--- src/rtl/lane_align_pkg.sv ---
// rtl/lane_align_pkg.sv - shared state type, width helpers and default constants for lane_word_aligner
package lane_align_pkg;

  localparam int WORD_W_DEF       = 16;
  localparam int MATCH_WORDS_DEF  = 4;
  localparam int SETTLE_WORDS_DEF = 1;

  typedef enum logic [2:0] {
    ST_IDLE,
    ST_SETTLE,
    ST_CHECK,
    ST_LOCKED,
    ST_FAIL
  } lane_state_t;

  function automatic int ow_width(input int word_w);
    return (word_w > 2) ? $clog2(word_w) : 1;
  endfunction

  // Bits needed to hold 0..max_val, never less than one.
  function automatic int cnt_width(input int max_val);
    return (max_val > 1) ? $clog2(max_val + 1) : 1;
  endfunction

endpackage

--- src/rtl/lane_align_fsm.sv ---
// rtl/lane_align_fsm.sv - one lane's training FSM: settle, pattern check, slip request, lock/fail status
module lane_align_fsm
  import lane_align_pkg::*;
#(
  parameter int WORD_W       = WORD_W_DEF,
  parameter int MATCH_WORDS  = MATCH_WORDS_DEF,
  parameter int SETTLE_WORDS = SETTLE_WORDS_DEF
) (
  input  logic              dco_clk,
  input  logic              rst,
  input  logic              i_boundary,
  input  logic              i_train_start,
  input  logic [WORD_W-1:0] i_cand,
  input  logic [WORD_W-1:0] i_pattern,
  output logic              o_slip,
  output logic              o_locked,
  output logic              o_fail,
  output logic              o_busy
);

  localparam int SW = cnt_width(WORD_W - 1);
  localparam int MW = cnt_width(MATCH_WORDS);
  localparam int TW = cnt_width(SETTLE_WORDS);
  localparam logic [SW-1:0] SLIP_LAST   = SW'(WORD_W - 1);
  localparam logic [MW-1:0] MATCH_LAST  = MW'(MATCH_WORDS - 1);
  localparam logic [TW-1:0] SETTLE_DONE = TW'(SETTLE_WORDS);

  lane_state_t   r_state;
  logic [SW-1:0] r_slip_cnt;
  logic [MW-1:0] r_match_cnt;
  logic [TW-1:0] r_settle_cnt;
  logic          r_slip;
  logic          r_locked;
  logic          r_fail;
  logic          r_busy;
  logic          w_match;

  assign w_match = (i_cand == i_pattern);

  always_ff @(posedge dco_clk or posedge rst) begin
    if (rst) begin
      r_state      <= ST_IDLE;
      r_slip_cnt   <= '0;
      r_match_cnt  <= '0;
      r_settle_cnt <= '0;
      r_slip       <= 1'b0;
      r_locked     <= 1'b0;
      r_fail       <= 1'b0;
      r_busy       <= 1'b0;
    end else begin
      r_slip <= 1'b0;
      if (i_train_start) begin
        r_state      <= ST_SETTLE;
        r_slip_cnt   <= '0;
        r_match_cnt  <= '0;
        r_settle_cnt <= '0;
        r_locked     <= 1'b0;
        r_fail       <= 1'b0;
        r_busy       <= 1'b1;
      end else begin
        case (r_state)
          ST_SETTLE: begin
            if (r_settle_cnt == SETTLE_DONE) begin
              r_state <= ST_CHECK;
            end else if (i_boundary) begin
              r_settle_cnt <= r_settle_cnt + 1'b1;
            end
          end
          ST_CHECK: begin
            if (i_boundary) begin
              if (w_match) begin
                r_match_cnt <= r_match_cnt + 1'b1;
                if (r_match_cnt == MATCH_LAST) begin
                  r_state  <= ST_LOCKED;
                  r_locked <= 1'b1;
                  r_busy   <= 1'b0;
                end
              end else if (r_slip_cnt == SLIP_LAST) begin
                r_state <= ST_FAIL;
                r_fail  <= 1'b1;
                r_busy  <= 1'b0;
              end else begin
                // Offset moves next cycle, well before the next settle boundary.
                r_slip       <= 1'b1;
                r_slip_cnt   <= r_slip_cnt + 1'b1;
                r_match_cnt  <= '0;
                r_settle_cnt <= '0;
                r_state      <= ST_SETTLE;
              end
            end
          end
          default: r_state <= r_state;
        endcase
      end
    end
  end

  assign o_slip   = r_slip;
  assign o_locked = r_locked;
  assign o_fail   = r_fail;
  assign o_busy   = r_busy;

endmodule

--- src/rtl/lane_word_aligner.sv ---
// rtl/lane_word_aligner.sv - per-lane DDR bit-pair deserialiser with bit-offset word alignment
// Training FSMs are built only when LANE_AUTO_TRAIN_EN is defined; otherwise manual slip only.
module lane_word_aligner
  import lane_align_pkg::*;
#(
  parameter int  LANES        = 8,
  parameter int  WORD_W       = WORD_W_DEF,
  parameter int  MATCH_WORDS  = MATCH_WORDS_DEF,
  parameter int  SETTLE_WORDS = SETTLE_WORDS_DEF,
  localparam int OW           = ow_width(WORD_W)
) (
  input  logic                    dco_clk,
  input  logic                    rst,
  input  logic [LANES-1:0]        in_rise,
  input  logic [LANES-1:0]        in_fall,
  input  logic [LANES-1:0]        bitslip_pulse,
  input  logic                    train_start,
  input  logic [WORD_W-1:0]       train_pattern,
  output logic [LANES*WORD_W-1:0] out_word,
  output logic                    out_valid,
  output logic [LANES*OW-1:0]     slip_offset,
  output logic [LANES-1:0]        lane_locked,
  output logic [LANES-1:0]        lane_fail,
  output logic                    train_busy
);

  localparam int PW = cnt_width(WORD_W / 2 - 1);
  localparam logic [PW-1:0] PHASE_LAST = PW'(WORD_W / 2 - 1);
  localparam logic [OW-1:0] OFF_LAST   = OW'(WORD_W - 1);

  logic [PW-1:0]    r_phase;
  logic             r_out_valid;
  logic             w_boundary;
  logic [LANES-1:0] w_busy;

  assign w_boundary = (r_phase == PHASE_LAST);

  always_ff @(posedge dco_clk or posedge rst) begin
    if (rst) begin
      r_phase     <= '0;
      r_out_valid <= 1'b0;
    end else begin
      r_phase     <= w_boundary ? '0 : r_phase + 1'b1;
      r_out_valid <= w_boundary;
    end
  end

  for (genvar i = 0; i < LANES; i++) begin : g_lane
    logic [2*WORD_W-1:0] r_sr;
    logic [2*WORD_W-1:0] w_sr_next;
    logic [OW-1:0]       r_offset;
    logic [WORD_W-1:0]   r_word;
    logic [WORD_W-1:0]   w_cand;
    logic                w_fsm_slip;
    logic                w_step;

    // Newest bit at sr[0]; the word is taken from the post-update view.
    assign w_sr_next = {r_sr[2*WORD_W-3:0], in_rise[i], in_fall[i]};
    assign w_cand    = w_sr_next[r_offset +: WORD_W];
    assign w_step    = w_fsm_slip | (bitslip_pulse[i] & ~w_busy[i]);

    always_ff @(posedge dco_clk or posedge rst) begin
      if (rst) begin
        r_sr     <= '0;
        r_offset <= '0;
        r_word   <= '0;
      end else begin
        r_sr <= w_sr_next;
        if (w_step) begin
          r_offset <= (r_offset == OFF_LAST) ? '0 : r_offset + 1'b1;
        end
        if (w_boundary) begin
          r_word <= w_cand;
        end
      end
    end

    assign out_word[i*WORD_W +: WORD_W] = r_word;
    assign slip_offset[i*OW +: OW]      = r_offset;

`ifdef LANE_AUTO_TRAIN_EN
    lane_align_fsm #(
      .WORD_W       (WORD_W),
      .MATCH_WORDS  (MATCH_WORDS),
      .SETTLE_WORDS (SETTLE_WORDS)
    ) u_fsm (
      .dco_clk       (dco_clk),
      .rst           (rst),
      .i_boundary    (w_boundary),
      .i_train_start (train_start),
      .i_cand        (w_cand),
      .i_pattern     (train_pattern),
      .o_slip        (w_fsm_slip),
      .o_locked      (lane_locked[i]),
      .o_fail        (lane_fail[i]),
      .o_busy        (w_busy[i])
    );
`else
    assign w_fsm_slip     = 1'b0;
    assign lane_locked[i] = 1'b0;
    assign lane_fail[i]   = 1'b0;
    assign w_busy[i]      = 1'b0;
`endif
  end

`ifndef LANE_AUTO_TRAIN_EN
  logic w_unused_train;
  assign w_unused_train = ^{train_start, train_pattern};
`endif

  assign out_valid  = r_out_valid;
  assign train_busy = |w_busy;

endmodule

--- config.mk ---
export PLATFORM = sky130hd
export DESIGN_NAME = lane_word_aligner
export DESIGN_NICKNAME = d
export VERILOG_FILES = /design/src/rtl/lane_align_pkg.sv /design/src/rtl/lane_align_fsm.sv /design/src/rtl/lane_word_aligner.sv
export SDC_FILE = /design/constraint.sdc
export NUM_CORES = 1
export LEC_CHECK = 0
export CORE_MARGIN = 10
export CORE_UTILIZATION = 58
export CTS_BUF_LIST = sky130_fd_sc_hd__clkbuf_16
export DETAILED_ROUTE_END_ITERATION = 10
export PLACE_DENSITY = 0.86
export SLEW_MARGIN = 0
export SYNTH_ARGS = -nofsm -noshare
export SYNTH_HDL_FRONTEND = slang
export SYNTH_SLANG_ARGS = --single-unit
--- constraint.sdc ---
create_clock -name dco_clk -period 15.2 [get_ports dco_clk]
set_input_delay 3.04 -clock dco_clk [delete_from_list [all_inputs] [get_ports dco_clk]]
set_output_delay 3.04 -clock dco_clk [all_outputs]
set_load 0.02 [all_outputs]
# Word level (Yosys, flattened, before mapping)
# Index checks and enable logic that the tools add are counted.
dict set report classes {
  add_sub_neg 9
  n_mul 0
  div 0
  n_lt_le_gt_ge 0
  n_eq_ne 9
  n_shift 8
  mux 9
  bitwise_logic 0
  n_reduce_logical 0
}
# cell n
set op_table {}
lappend op_table {{32-bit by 5-bit indexed part select with 16-bit output} 8}
lappend op_table {{4-bit by 1-bit adder with 4-bit output, second input constant} 8}
lappend op_table {{4-bit == test, second input constant} 8}
lappend op_table {{4-bit 2-to-1 mux} 8}
lappend op_table {{3-bit by 1-bit adder with 3-bit output, second input constant} 1}
lappend op_table {{3-bit == test, second input constant} 1}
lappend op_table {{3-bit 2-to-1 mux} 1}
dict set report word_totals {
  regBits 404
  latch_bits 0
  ram_bits 0
  mem_bits_ro 0
  in_bits 43
  output_inout_bits 178
  wordCells 61
  mem_count 0
}

# Depth between registers and ports, before layout
# Gate-level depths: netlist (run 1).
dict set report depth {
  depth_word 2
  mapped_depth 8
  mapped_depth_nobuf 5
}

# Worst setup path after synthesis (run 1)
# Ideal clock, no wire load.
dict set report synth_path {
  path_type {input-to-reg}
  start {input in_fall[0]}
  end {register g_lane[0].r_word[0]}
  setup_ns 0.125
  arrival_time_ns 3.909
  required_ns 15.075
  setup_slack_ns 11.166
  path_stages 4
  n_path_buf 0
  path_cell_list {mux4_2 -> mux2i_1 -> mux2i_1 -> mux2_2}
}
dict set report synth_via {
  elab_chain_cells 1
}
# item line
set synth_rtl {}
lappend synth_rtl {{from (decl)} lane_word_aligner.sv:15} ;# input logic [LANES-1:0] in_fall,
lappend synth_rtl {{32-bit by 5-bit indexed part select with 16-bit output} lane_word_aligner.sv:59} ;# assign w_cand = w_sr_next[r_offset +: WORD_W];
lappend synth_rtl {{to (signal assigned)} lane_word_aligner.sv:73} ;# r_word <= w_cand;
lappend synth_rtl {{to (decl)} lane_word_aligner.sv:52} ;# logic [WORD_W-1:0] r_word;
# No other way between the ends.
# A chain may end at the register's enable or synchronous reset.

==> flow_summary.ini, run 1 <==
[status]
status = completed

[global_route]
grt_usage_pct = 21.2
globalRoute.totalOverflow = 0
grt_max_degree = 160
grt_pass1_wl_um = 77100
grt_pass1_vias = 13900
antenna_found_initial = 1

[synthesis]
yosysWarningCount = 0
synth_flop_cell = dfrtp_1
syn_area_mm2 = 0.0209
ys_seq_area_share_pct = 47.5
postSynthCellCount = 1439
postSynthAreaPerCell_um2 = 14.5
synthArstFlopShare_pct = 100
synth_edf_count = 0
synth_seq_cells = 396
ys_types = 41

[worst_setup_path]
end_kind = async pin
worstSetupEndpoint = g_lane[7].r_offset[0]$_DFFE_PP0P_
r2r_end = g_lane[5].r_word[12]$_DFFE_PP0N_
critPathMaxFanout = 159
ff2ff_path_depth = 6
reg2reg_from = r_phase[0]$_DFF_PP0_
worst_setup_path_start_kind = input pin
crit_start = rst
path_class = input pin to async pin
cp.arrival_ns = 6.01
cp.required_ns = 15.65
r2r_slack_ns = 12.67

[floorplan]
die_area_mm2 = 0.0439
row_count = 69
core_area_mm2 = 0.0355
die_w_um = 210
die_y_um = 210
start_util_pct = 58.8
ios = 221

[cts]
cts.htree.levels = 2
postCtsSetupBuffers = 0
numCtsBuffers = 44
clk_latency_ns = 0.56
clk_pin_slew_ns = 0.06
cts_tree = done
ctsHoldBuffers = 0
cts_resized = 0
cts.sinks = 396
root_buffer = clkbuf_16
cts_buffer_depth = 3

[sta]
worstMarginPinSlew_ns = 1.10
period_share_pct = 36.6
holdWs_ns = 0.398
period_needed_ns = 5.57
final_hold_viol_count = 0
rsz0062_at_grt = false
max_freq_ghz = 0.180
slew_viol_final = 0
timing.max_slew.rel_slack_pct = 26.7
setup_viol = 0
tns_ns = 0
fin_worst_skew_ns = 0.0249

[placed_design]
dp_hpwl_um = 30800
port_buffers = 186
gp_congestion = 0.854

[finish]
drive_gt1_share_pct = 20.8
seqCellArea_mm2 = 0.00991
nFillCells = 2371
n_antenna_cell = 0
area.growth.synth_to_final_pct = 15.1
multiInputGateArea_mm2 = 0.0101
nNetsFinal = 1626
final_common_cell = dfrtp_1
final_cell_mix = dfrtp_1, mux2i_1, mux4_2, clkdlybuf4s50_1, nand2_1
fin_util_pct = 67.7

[drt]
via_count = 13500
first_iter_violations = 1050
drc = 0
avgRoutedWirePerCell_um = 22.7
ant_nets = 0
routed_wl_um = 46900
firstDrtPassIters = 5
vias_per_cell = 6.55

[power_and_ir_drop]
p_leak_nw = 10.2
swShare_pct = 37.8
clockPowerShare_pct = 20.1
p_sw_w = 0.00184
pwr-share-seq_pct = 31.0
ir_drop_mv = 0.173
power_frac_comb_pct = 48.9
powerDensity_mw_per_mm2 = 203
p_int_w = 0.00303

[min_path]
hold_depth = 0
hp-class = flip-flop to flip-flop

[run]
drv_cap = 0
[cells by family after synthesis]
kind of cell	after synthesis	share of synthesized area [%]
AO/OA/AOI/OAI	177	6.40
XOR/XNOR	8	0.336
adder cells (fa/ha/maj)	10	0.600
buffers and inverters	155	4.52
flip-flops	396	47.5
multiplexers	492	36.6
other	1	0.0180
AND/OR/NAND/NOR	200	3.98
[cells in the mapped netlist (7+ instances only)]
library cell | n | share of area (%)
a22o_1 | 18 | 0.76
buf_2 | 46 | 1.1
a211o_1 | 21 | 0.88
inv_1 | 11 | 0.20
mux4_1 | 14 | 1.8
buf_4 | 24 | 0.86
mux2i_1 | 243 | 12
buf_1 | 10 | 0.18
clkbuf_1 | 35 | 0.63
mux2_2 | 40 | 2.2
o221ai_1 | 67 | 2.8
nor2_1 | 45 | 0.81
ha_1 | 10 | 0.60
nand3_1 | 14 | 0.34
nand2_1 | 117 | 2.1
nand4_1 | 8 | 0.24
a21oi_1 | 27 | 0.65
mux4_2 | 195 | 21
xnor2_1 | 8 | 0.34
nand2b_1 | 7 | 0.21
dfrtp_1 | 396 | 48
buf_6 | 13 | 0.70
o21ai_0 | 24 | 0.58
[area by class of cell]
| type | instances | share of cell area, % |
|---|---|---|
| multi-input cells | 904 | 41.9 |
| flip-flops and latches | 396 | 41.3 |
| repair buffers | 212 | 8.62 |
| clock buffers | 45 | 4.69 |
| well taps | 461 | 2.40 |
| clock inverters | 32 | 0.787 |
| inverters | 15 | 0.276 |
[layer usage]
layer | global-route usage, % | routed length [um] | up-vias
met5 | 0 | 13 | -
met4 | 7.34 | 1310 | 2
met3 | 4.41 | 3040 | 84
met2 | 33.8 | 23200 | 481
met1 | 28.6 | 19300 | 7077
li1 | - | - | 5886
[worst max-delay path, stage by stage]
cell	delay, ns
clkdlybuf4s50_1	0.50
inv_8	0.69
buf_12	0.62
buf_4	0.95
[power groups by stage]
stage	Clock, W	Combinational, W	Sequential [W]
6_report	0.000980	0.00238	0.00151
5_1_grt	0.00105	0.00255	0.00154
4_1_cts	0.00100	0.00240	0.00151
3_5_place_dp	0	0.00238	0.00152
3_3_place_gp	0	0.00233	0.00151
2_1_floorplan	0	0.00145	0.00171
[registers in the layout, summed over array words and instances, names as in the netlist]
| register | count |
|---|---|
| g_lane.r_offset | 32 |
| out_valid | 1 |
| g_lane.r_word | 128 |
| g_lane.r_sr | 232 |
| r_phase | 3 |
[worst min-delay path by stage]
stage / slack (ns) / to / from
after floorplan: 0.37 / g_lane[7].r_sr[7]$_DFF_PP0_ / g_lane[7].r_sr[5]$_DFF_PP0_
after global placement: 0.38 / g_lane[3].r_sr[23]$_DFF_PP0_ / g_lane[3].r_sr[21]$_DFF_PP0_
after detailed placement: 0.39 / g_lane[3].r_sr[23]$_DFF_PP0_ / g_lane[3].r_sr[21]$_DFF_PP0_
after CTS: 0.40 / g_lane[3].r_sr[23]$_DFF_PP0_ / g_lane[3].r_sr[21]$_DFF_PP0_
after global routing: 0.41 / g_lane[1].r_sr[22]$_DFF_PP0_ / g_lane[1].r_sr[20]$_DFF_PP0_
final: 0.40 / g_lane[2].r_sr[22]$_DFF_PP0_ / g_lane[2].r_sr[20]$_DFF_PP0_
[through the flow]
stage	power (W)	std cells	setup slack (ns)	instance area (um2)
after floorplan	0.00317	1455	1.15	20900
after global placement	0.00384	1988	8.98	22700
after detailed placement	0.00390	1988	8.85	22700
after CTS	0.00491	2065	9.46	24000
after global routing	0.00514	2065	9.11	24000
final	0.00487	2065	9.63	24000
No activity file was read; power rests on OpenSTA's default activity.
==> inputs of run 2 (changes only) <==
--- a/config.mk
+++ b/config.mk
@@ -6,10 +6,10 @@
 export NUM_CORES = 1
 export LEC_CHECK = 0
 export CORE_MARGIN = 10
-export CORE_UTILIZATION = 58
+export CORE_UTILIZATION = 52
 export CTS_BUF_LIST = sky130_fd_sc_hd__clkbuf_16
 export DETAILED_ROUTE_END_ITERATION = 10
-export PLACE_DENSITY = 0.86
+export PLACE_DENSITY = 0.82
 export SLEW_MARGIN = 0
 export SYNTH_ARGS = -nofsm -noshare
 export SYNTH_HDL_FRONTEND = slang
==> constraint.sdc (replaced) <==
create_clock -name dco_clk -period 5 [get_ports dco_clk]
set_input_delay 1 -clock dco_clk [delete_from_list [all_inputs] [get_ports dco_clk]]
set_output_delay 1 -clock dco_clk [all_outputs]
set_load 0.02 [all_outputs]
==> run 2 against run 1 <==
Compared with the run above: register-to-register slack lost 10 ns; global-route usage fell by 2.0 points; clock power grew to 3.2 times the previous value; total power rose to 3.1 times the previous value; first-iteration DRC count increased by 7.5%; clock skew shrank 0.012 ns; final cell count increased by 3.5%; die area grew 10%.
==> flow_summary.ini, run 2 (synthesized netlist as in run 1, its figures left out) <==
[worst_setup_path]
max_stage_delay_ns = 0.97
cp.required_ns = 4.00
cp_num_buf_inv = 1
r2r_end = g_lane[5].r_word[5]$_DFFE_PP0N_
cp.arrival_ns = 2.29
path_class = flip-flop to output port
ff2ff_path_depth = 5
end_kind = output port
critPathMaxFanout = 24
slowest_stage = dfrtp_1
reg2reg_from = g_lane[5].r_offset[1]$_DFFE_PP0P_
path_delay_family = flip-flops
worst_setup_path_start_kind = flip-flop
path_cells = clkdlybuf4s50_1
r2r_slack_ns = 2.21

[floorplan]
die_w_um = 220
start_util_pct = 52.5
die_y_um = 220
row_count = 73
core_area_mm2 = 0.0397
ios = 221
die_area_mm2 = 0.0485

[finish]
fin_util_pct = 61.0
final_common_cell = dfrtp_1
area.growth.synth_to_final_pct = 16.2
design_area_mm2 = 0.0242
final_cell_mix = dfrtp_1, mux2i_1, mux4_2, clkdlybuf4s50_1, nand2_1
stdcell_count = 2138
n_antenna_cell = 0
reg.largest.list = g_lane.r_sr x232, g_lane.r_word x128, g_lane.r_offset x32
drive_gt1_share_pct = 21.2
largest_reg_flops = 232
nNetsFinal = 1633
largest_register = g_lane.r_sr

[drt]
first_iter_violations = 1129
firstDrtPassIters = 5
drc = 0
vias_per_cell = 6.22
ant_nets = 0
routed_wl_um = 46500
via_count = 13300
avgRoutedWirePerCell_um = 21.7

[sta]
tns_ns = 0
period_share_pct = 65.9
setup_viol = 0
max_freq_ghz = 0.304
fin_worst_skew_ns = 0.0132
timing.max_slew.rel_slack_pct = 35.6
final_hold_viol_count = 0
rsz0062_at_grt = false
worstMarginPinSlew_ns = 0.967
slew_viol_final = 0
period_needed_ns = 3.29

[placed_design]
port_buffers = 186
dp_cells = 2060
gp_congestion = 0.836
dp_hpwl_um = 31500
placed_area_mm2 = 0.0229

[global_route]
antenna_found_initial = 0
grt_usage_pct = 19.2
grt_pass1_wl_um = 75900
globalRoute.totalOverflow = 0
grt_max_degree = 129
grt_pass1_vias = 13600

[cts]
cts_buffer_depth = 3
numCtsBuffers = 43
clk_latency_ns = 0.56
cts_tree = done
root_buffer = clkbuf_16
ctsHoldBuffers = 0
cts.htree.levels = 2
postCtsSetupBuffers = 0
cts.sinks = 396
cts_resized = 0
clk_pin_slew_ns = 0.06

[power_and_ir_drop]
ir_drop_mv = 0.422
p_total_w = 0.0150
powerDensity_mw_per_mm2 = 617
p_leak_nw = 10.2

[run]
drv_cap = 0

[min_path]
hp-class = flip-flop to flip-flop
min-delay-start = g_lane[3].r_sr[20]$_DFF_PP0_
hold-path-endpoint = g_lane[3].r_sr[22]$_DFF_PP0_
hold_depth = 0

[status]
status = completed
-- run 2: changes by cell type in the layout (fill, tap and decap cells not counted) --
| cell | change |
|---|---|
| inv_1 | -4 |
| clkinv_1 | +5 |
| buf_4 | +6 |
| bufinv_16 | +3 |
| inv_8 | -1 |
| clkinvlp_4 | +2 |
| buf_12 | +2 |
| clkinv_2 | -2 |
| clkinv_4 | -2 |
-- run 2: worst max path at each step --
stage | startpoint | endpoint | slack (ns) | cells past startpoint
4_1_cts | g_lane[7].r_offset[0]$_DFFE_PP0P_ | slip_offset[28] | 1.64 | 1
3_3_place_gp | g_lane[7].r_offset[0]$_DFFE_PP0P_ | slip_offset[28] | 2.28 | 1
3_5_place_dp | g_lane[7].r_offset[0]$_DFFE_PP0P_ | slip_offset[28] | 2.26 | 1
6_report | g_lane[5].r_offset[1]$_DFFE_PP0P_ | slip_offset[21] | 1.71 | 1
2_1_floorplan | rst | g_lane[0].r_offset[0]$_DFFE_PP0P_ | -1.33 | 1
5_1_grt | g_lane[7].r_offset[0]$_DFFE_PP0P_ | slip_offset[28] | 1.56 | 1
-- run 2: final cells by class --
| type | instances | area (um2) |
|---|---|---|
| fill | 2973 | 15500 |
| multi-input combinational | 904 | 10100 |
| sequential | 396 | 9910 |
| timing repair buffer | 220 | 2150 |
| clock buffer | 45 | 1130 |
| tap | 525 | 657 |
| clock inverter | 33 | 263 |
| inverter | 15 | 62.6 |
-- run 2: report_power, final --
group	internal [W]	switching [W]
logic	0.00360	0.00362
clock network	0.00183	0.00130
registers	0.00394	0.000663
total	0.00938	0.00558
-- run 2: routing by layer --
layer / vias up / track usage, % / share of wire, %
met3: 69 / 3.33 / 5.9
met5: - / 0 / 0
met2: 410 / 30.9 / 49
met4: 0 / 6.67 / 2.6
li1: 5888 / - / -
met1: 6930 / 26.3 / 42
-- run 2: metrics by stage --
step                hold WS, ns  worst slack [ns]
floorplan                 0.365             -1.33
global placement          0.385              2.28
detailed placement        0.391              2.26
CTS                       0.404              1.64
global route              0.424              1.56
finish                    0.402              1.71
